## src/rtl/lc3_mc_controller.sv

```systemverilog
// lc3_mc_controller: multicycle LC-3 control unit with a memory request/ready
// handshake, per-access timeout, illegal-opcode trapping and a retire counter.

package lc3_mc_controller_pkg;
    typedef enum logic [1:0] {
        AluAdd  = 2'b00,
        AluAnd  = 2'b01,
        AluNot  = 2'b10,
        AluPass = 2'b11
    } aluControl_t;
endpackage

module lc3_mc_controller
    import lc3_mc_controller_pkg::*;
#(
    parameter int unsigned MEM_TIMEOUT     = 15,
    parameter bit          HALT_ON_ILLEGAL = 1'b1
) (
    input  logic        clk,
    input  logic        reset,
    input  logic [15:0] ir,
    input  logic        flagN,
    input  logic        flagZ,
    input  logic        flagP,
    input  logic        memReady,
    output logic        memReq,
    output logic        enaMARM,
    output logic        enaPC,
    output logic        enaMDR,
    output logic        enaALU,
    output logic        ldPC,
    output logic        ldMAR,
    output logic        ldMDR,
    output logic        ldIR,
    output logic        regWE,
    output logic        memWE,
    output logic        flagWE,
    output logic        selMAR,
    output logic        selMDR,
    output logic        selEAB1,
    output logic [1:0]  selPC,
    output logic [1:0]  selEAB2,
    output logic [2:0]  DR,
    output logic [2:0]  SR1,
    output logic [2:0]  SR2,
    output aluControl_t aluControl,
    output logic        instrDone,
    output logic [15:0] retireCount,
    output logic        illegal,
    output logic        fault,
    output logic        halted
);

    localparam int unsigned CntWidth = $clog2(MEM_TIMEOUT + 1);
    localparam logic [CntWidth-1:0] TimeoutVal = CntWidth'(MEM_TIMEOUT);

    localparam logic [3:0] OpBr  = 4'b0000;
    localparam logic [3:0] OpAdd = 4'b0001;
    localparam logic [3:0] OpLd  = 4'b0010;
    localparam logic [3:0] OpSt  = 4'b0011;
    localparam logic [3:0] OpJsr = 4'b0100;
    localparam logic [3:0] OpAnd = 4'b0101;
    localparam logic [3:0] OpLdr = 4'b0110;
    localparam logic [3:0] OpStr = 4'b0111;
    localparam logic [3:0] OpRti = 4'b1000;
    localparam logic [3:0] OpNot = 4'b1001;
    localparam logic [3:0] OpLdi = 4'b1010;
    localparam logic [3:0] OpSti = 4'b1011;
    localparam logic [3:0] OpJmp = 4'b1100;
    localparam logic [3:0] OpRes = 4'b1101;
    localparam logic [3:0] OpLea = 4'b1110;
    localparam logic [3:0] OpTrap = 4'b1111;

    typedef enum logic [4:0] {
        StFetch0, StFetch1, StFetch2, StDecode,
        StAlu, StBr0, StBr1, StJsr0, StJsr1, StJmp, StLea,
        StLd0, StLdr0, StLdi0, StLdi1, StLdi2, StLd1, StLd2,
        StSt0, StStr0, StSti0, StSti1, StSti2, StStA, StStB,
        StHalt, StFault
    } state_t;

    state_t              state_q, state_d;
    logic [CntWidth-1:0] waitCnt_q, waitCnt_d;
    logic [15:0]         retireCount_q, retireCount_d;
    logic                illegal_q, illegal_d;

    logic [3:0] opcode;
    logic       illegalOp;
    logic       brTaken;
    logic       isAccess;
    logic       timeoutHit;
    logic       unusedIr;

    assign opcode    = ir[15:12];
    // Only JSR with the PC-relative form is supported; JSRR traps as illegal.
    assign illegalOp = (opcode == OpRti) || (opcode == OpRes) || (opcode == OpTrap) ||
                       ((opcode == OpJsr) && !ir[11]);
    assign brTaken   = (ir[11] & flagN) | (ir[10] & flagZ) | (ir[9] & flagP);
    assign isAccess  = (state_q == StFetch1) || (state_q == StLd1) || (state_q == StLdi1) ||
                       (state_q == StSti1) || (state_q == StStB);
    // memReady in the final allowed cycle still completes the access.
    assign timeoutHit = isAccess && !memReady && (waitCnt_q == TimeoutVal);
    assign unusedIr   = ^ir[5:3];

    assign retireCount = retireCount_q;
    assign illegal     = illegal_q;
    assign fault       = (state_q == StFault);
    assign halted      = (state_q == StHalt);

    // Next-state logic, including the access hold and timeout override.
    always_comb begin
        state_d = state_q;
        case (state_q)
            StFetch0: state_d = StFetch1;
            StFetch1: state_d = StFetch2;
            StFetch2: state_d = StDecode;
            StDecode: begin
                if (illegalOp) begin
                    state_d = HALT_ON_ILLEGAL ? StHalt : StFetch0;
                end else begin
                    case (opcode)
                        OpAdd, OpAnd, OpNot: state_d = StAlu;
                        OpBr:                state_d = StBr0;
                        OpJsr:               state_d = StJsr0;
                        OpJmp:               state_d = StJmp;
                        OpLea:               state_d = StLea;
                        OpLd:                state_d = StLd0;
                        OpLdr:               state_d = StLdr0;
                        OpLdi:               state_d = StLdi0;
                        OpSt:                state_d = StSt0;
                        OpStr:               state_d = StStr0;
                        OpSti:               state_d = StSti0;
                        default:             state_d = StFetch0;
                    endcase
                end
            end
            StAlu, StBr1, StJsr1, StJmp, StLea, StLd2: state_d = StFetch0;
            StBr0:    state_d = brTaken ? StBr1 : StFetch0;
            StJsr0:   state_d = StJsr1;
            StLd0, StLdr0: state_d = StLd1;
            StLdi0:   state_d = StLdi1;
            StLdi1:   state_d = StLdi2;
            StLdi2:   state_d = StLd1;
            StLd1:    state_d = StLd2;
            StSt0, StStr0: state_d = StStA;
            StSti0:   state_d = StSti1;
            StSti1:   state_d = StSti2;
            StSti2:   state_d = StStA;
            StStA:    state_d = StStB;
            StStB:    state_d = StFetch0;
            StHalt:   state_d = StHalt;
            StFault:  state_d = StFault;
            default:  state_d = StFetch0;
        endcase
        if (isAccess) begin
            if (timeoutHit) begin
                state_d = StFault;
            end else if (!memReady) begin
                state_d = state_q;
            end
        end
    end

    // Wait counter, retire counter and sticky illegal flag next-state.
    always_comb begin
        waitCnt_d     = '0;
        retireCount_d = retireCount_q;
        illegal_d     = illegal_q;
        // Access states are never adjacent, so zero outside them means zero on entry.
        if (isAccess && !memReady) begin
            waitCnt_d = (waitCnt_q == TimeoutVal) ? waitCnt_q : waitCnt_q + CntWidth'(1);
        end
        if (instrDone) begin
            retireCount_d = retireCount_q + 16'd1;
        end
        if ((state_q == StDecode) && illegalOp) begin
            illegal_d = 1'b1;
        end
    end

    // Moore strobes decoded from the current state and ir.
    always_comb begin
        memReq     = 1'b0;
        enaMARM    = 1'b0;
        enaPC      = 1'b0;
        enaMDR     = 1'b0;
        enaALU     = 1'b0;
        ldPC       = 1'b0;
        ldMAR      = 1'b0;
        ldMDR      = 1'b0;
        ldIR       = 1'b0;
        regWE      = 1'b0;
        memWE      = 1'b0;
        flagWE     = 1'b0;
        selMAR     = 1'b0;
        selMDR     = 1'b0;
        selEAB1    = 1'b0;
        selPC      = 2'b00;
        selEAB2    = 2'b00;
        DR         = ir[11:9];
        SR1        = 3'b000;
        SR2        = ir[2:0];
        aluControl = AluPass;
        instrDone  = 1'b0;
        case (state_q)
            StFetch0: begin
                enaPC = 1'b1;
                ldMAR = 1'b1;
            end
            StFetch1: begin
                memReq = 1'b1;
                selMDR = 1'b1;
                ldMDR  = memReady;
                // PC increments once, in the completing cycle only.
                ldPC   = memReady;
                selPC  = 2'b00;
            end
            StFetch2: begin
                enaMDR = 1'b1;
                ldIR   = 1'b1;
            end
            StAlu: begin
                SR1       = ir[8:6];
                regWE     = 1'b1;
                enaALU    = 1'b1;
                flagWE    = 1'b1;
                instrDone = 1'b1;
                case (opcode)
                    OpAdd:   aluControl = AluAdd;
                    OpAnd:   aluControl = AluAnd;
                    OpNot:   aluControl = AluNot;
                    default: aluControl = AluPass;
                endcase
            end
            StBr0: instrDone = !brTaken;
            StBr1: begin
                ldPC      = 1'b1;
                selPC     = 2'b01;
                selEAB2   = 2'b10;
                instrDone = 1'b1;
            end
            StJsr0: begin
                DR    = 3'd7;
                enaPC = 1'b1;
                regWE = 1'b1;
            end
            StJsr1: begin
                ldPC      = 1'b1;
                selPC     = 2'b01;
                selEAB2   = 2'b11;
                instrDone = 1'b1;
            end
            StJmp: begin
                SR1       = ir[8:6];
                ldPC      = 1'b1;
                selPC     = 2'b01;
                selEAB1   = 1'b1;
                selEAB2   = 2'b00;
                instrDone = 1'b1;
            end
            StLea: begin
                enaMARM   = 1'b1;
                selEAB2   = 2'b10;
                regWE     = 1'b1;
                instrDone = 1'b1;
            end
            StLd0, StLdi0, StSt0, StSti0: begin
                enaMARM = 1'b1;
                ldMAR   = 1'b1;
                selEAB2 = 2'b10;
            end
            StLdr0, StStr0: begin
                SR1     = ir[8:6];
                enaMARM = 1'b1;
                ldMAR   = 1'b1;
                selEAB1 = 1'b1;
                selEAB2 = 2'b01;
            end
            StLdi1, StLd1, StSti1: begin
                memReq = 1'b1;
                selMDR = 1'b1;
                ldMDR  = memReady;
            end
            StLdi2, StSti2: begin
                enaMDR = 1'b1;
                ldMAR  = 1'b1;
            end
            StLd2: begin
                enaMDR    = 1'b1;
                regWE     = 1'b1;
                flagWE    = 1'b1;
                instrDone = 1'b1;
            end
            StStA: begin
                SR1    = ir[11:9];
                enaALU = 1'b1;
                ldMDR  = 1'b1;
            end
            StStB: begin
                memReq    = 1'b1;
                memWE     = memReady;
                instrDone = memReady;
            end
            default: ;
        endcase
    end

    // State and counter registers with synchronous reset.
    always_ff @(posedge clk) begin
        if (reset) begin
            state_q       <= StFetch0;
            waitCnt_q     <= '0;
            retireCount_q <= '0;
            illegal_q     <= 1'b0;
        end else begin
            state_q       <= state_d;
            waitCnt_q     <= waitCnt_d;
            retireCount_q <= retireCount_d;
            illegal_q     <= illegal_d;
        end
    end

endmodule

```

## config.mk

```make
export PLATFORM = sky130hd
export DESIGN_NAME = lc3_mc_controller
export DESIGN_NICKNAME = d
export VERILOG_FILES = /design/src/rtl/lc3_mc_controller.sv
export SDC_FILE = /design/constraint.sdc
export NUM_CORES = 1
export LEC_CHECK = 0
export ABC_CLOCK_PERIOD_IN_PS = 2450
export BUFFER_PORTS_ARGS = -buffer_cell sky130_fd_sc_hd__buf_2
export CAP_MARGIN = 10
export CORE_MARGIN = 1.5
export CORE_UTILIZATION = 40
export DETAILED_ROUTE_END_ITERATION = 6
export HOLD_SLACK_MARGIN = 0.08
export PLACE_DENSITY = 0.72
export SYNTH_ARGS = -nofsm -noshare
export SYNTH_HDL_FRONTEND = slang
export SYNTH_SLANG_ARGS = --single-unit
```

## constraint.sdc

```tcl
create_clock -name clk -period 2.45 [get_ports clk]
set_clock_uncertainty 0.1 [all_clocks]
set_input_delay 0.3675 -clock clk [delete_from_list [all_inputs] [get_ports clk]]
set_output_delay 0.3675 -clock clk [all_outputs]
set_load 0.05 [all_outputs]
```

==> flow_metrics.tcl <==
set metrics [dict create \
    outcome "finished clean" \
    synthMuxAreaShare_pct 0.835 \
    ys_seq_area_share_pct 21.7 \
    synth-edff-count 0 \
    syn-cell-area_sq_um 2400 \
    nets 427 \
    regArea_sq_um 534 \
    drt-initial-drc-count 192 \
    endpoint_kind "output port" \
    clk_pin_slew_ns 0.08 \
    hold_viol 0 \
    die_y_um 80.4 \
    synthXorXnorAreaFrac_pct 1.46 \
    crit_chain "buf_6 > or4b_1 > a31oi_1 > or2_2 > clkbuf_4" \
    antenna_found_initial 0 \
    coreArea_sq_um 5850 \
    hold_path.class "flip-flop to flip-flop" \
    rows 28 \
    fin_crit_sh_pct 95.8 \
    holdBufCountCts 0 \
    syn_inst 336 \
    synth_top_area_share_pct 21.7 \
    grt_max_degree 32 \
    antenna_left 0 \
    yosysWarningCount 0 \
    power.total_mw 2.79 \
    drc 0 \
    numCtsBuffers 3 \
    place_congestion 0.910 \
    cts_buffer_depth 2 \
    synth_top_family_by_area "simple AND/OR/NAND/NOR gates" \
    htree_levels 1 \
    synth_top_area_cell "dfxtp_1" \
    io_buffers 60 \
    pwr_density_cell_nw_per_um2 907 \
    critical_path_arrival_ns 1.88 \
    overflow 0 \
    critPathBufInv 2 \
    vias_per_cell 5.81 \
    wirelength_um 6380 \
    initial_core_util_pct 41.0 \
    grt_pass1_vias 2327 \
    cp_max_fo 10 \
    drtPass1Iterations 5 \
    fillers 558 \
    cts_tree "done" \
    fin_crit_ns 2.35 \
    via_count 2744 \
    finalInstanceArea_sq_um 3070 \
    synth.distinct_cells 62 \
    dp_hpwl_um 4830 \
    crit_family "simple AND/OR/NAND/NOR gates" \
    placed_area_sq_um 2930 \
    synth_simple_gate_area_share_pct 34.4 \
    dieArea_sq_um 6470 \
    synth_seq_cells 26 \
    hold_ws_ns 0.351 \
    synth-compound-area-share_pct 29.0 \
    grt_usage_pct 19.1 \
    start_kind "flip-flop" \
    avgRoutedWirePerCell_um 13.5 \
    clock-sinks 26 \
    worstSkewPairLatency_ns 0.26 \
    p_leak_nw 1.24 \
    fmax_ghz 0.426 \
    multi_input_comb_area_sq_um 1810 \
    cp.required_ns 1.98 \
    worst_slack_ns 0.104 \
    clockRootBuffer "clkbuf_8" \
    synth_fa_ha_area_share_pct 3.65 \
    drv_slew 0 \
    max_stage_delay_ns 0.45 \
    yosys-top-cells-area "dfxtp_1 (22%), a21oi_1 (6.7%), o21ai_0 (4.8%)" \
    max-vdd-ir-drop_uv 676 \
    diodes 0 \
    ios 72 \
    syn_area_per_cell_sq_um 7.13 \
    grt_pass1_wl_um 10300 \
    synth_flop_cell "dfxtp_1" \
    syn2layout_area_growth_pct 28.2 \
    path_class "flip-flop to output port" \
    async_flop_share_pct 0 \
    place_ws_ns 0.138 \
    synth_commonest_cells "a21oi_1 (32), dfxtp_1 (26), nand2_1 (24)" \
    synth_most_common_cell "a21oi_1" \
    die_x_um 80.4 \
    crit_path_top_delay_cell "or4b_1" \
    drive_gt1_share_pct 33.0 \
    setup_violations 0 \
    max_cap_viol_count 0 \
]
## power by group
group | internal, mW | switching, mW | leakage [nW]
sequential | 0.473 | 0.0689 | 0.213
combinational | 0.699 | 1.28 | 1.00
clock | 0.143 | 0.128 | 0.0288
total | 1.32 | 1.47 | 1.24
## cell type report
type	count	area share (%)
timing repair buffer	90	18.0
clock buffer	4	1.79
sequential	26	17.4
multi-input combinational	270	58.9
inverter	7	0.855
tap	75	3.05
## kinds of logic (layout without fill, tap and decap cells)
group / Yosys count / in the layout
compound gates: 108 / 108
xor+xnor: 4 / 4
fa+ha+maj: 7 / 7
buf+inv: 41 / 101
flops: 26 / 26
mux: 2 / 2
other cells: 1 / 2
simple gates: 147 / 147
## placed cells by master (no fill, tap or decap), types with 4 or more instances in the layout
master,count
nor2b_1,9
o21ai_0,22
o31ai_1,6
a21oi_1,31
clkbuf_8,4
or2_2,7
inv_1,7
ha_1,7
nand2b_1,10
dfxtp_1,21
nor3_2,6
buf_4,29
o211ai_1,5
nand3_1,12
nand2_1,24
a22oi_1,4
buf_2,55
nor2_1,23
a211oi_1,5
nand4_1,7
nor3_1,8
clkbuf_4,4
or3_1,11
or4_1,4
## sequential cells by signal, summed over array words and instances (netlist names)
name,cells
illegal,1
retireCount,16
state_q,5
waitCnt_q,4
## worst min-delay path, stage by stage, from the launching register on
cell,delay (ns)
dfxtp_1,0.32
inv_1,0.05
a21oi_1,0.05
## repair_timing
item,4_1_cts,5_1_grt
endpoints found under the setup margin,13,12
buffers inserted,0,2
pin swaps,0,3
resized for setup,7,15
hold endpoints to repair,0,0
## layer usage
metal	part of all wire (%)	global-route usage (%)	wire length, um
met5	0	0	0
met4	0.41	2.41	26
met3	5.6	2.05	357
met2	48	32.6	3050
met1	46	26.4	2950
## final timing paths
path / from / to / slack [ns] / cells past startpoint
setup / recovery: state_q[0]$_SDFFE_PP0P_ / memReq / 0.10 / 5
hold / removal: illegal$_SDFFE_PP0P_ / illegal$_SDFFE_PP0P_ / 0.35 / 2
setup reg to reg: state_q[0]$_SDFFE_PP0P_ / waitCnt_q[2]$_SDFFE_PP0P_ / 0.28 / 6
hold reg to reg: illegal$_SDFFE_PP0P_ / illegal$_SDFFE_PP0P_ / 0.35 / 2
## through the flow
| step | cells | setup TNS [ns] | utilization [%] |
|---|---|---|---|
| floorplan | 337 | -0.251 | - |
| global placement | 466 | 0 | 50.1 |
| detailed placement | 466 | 0 | 50.1 |
| CTS | 470 | 0 | 51.4 |
| global route | 472 | -0.00692 | 52.5 |
| finish | 472 | 0 | 52.5 |
No activity file was read; power rests on OpenSTA's default activity.
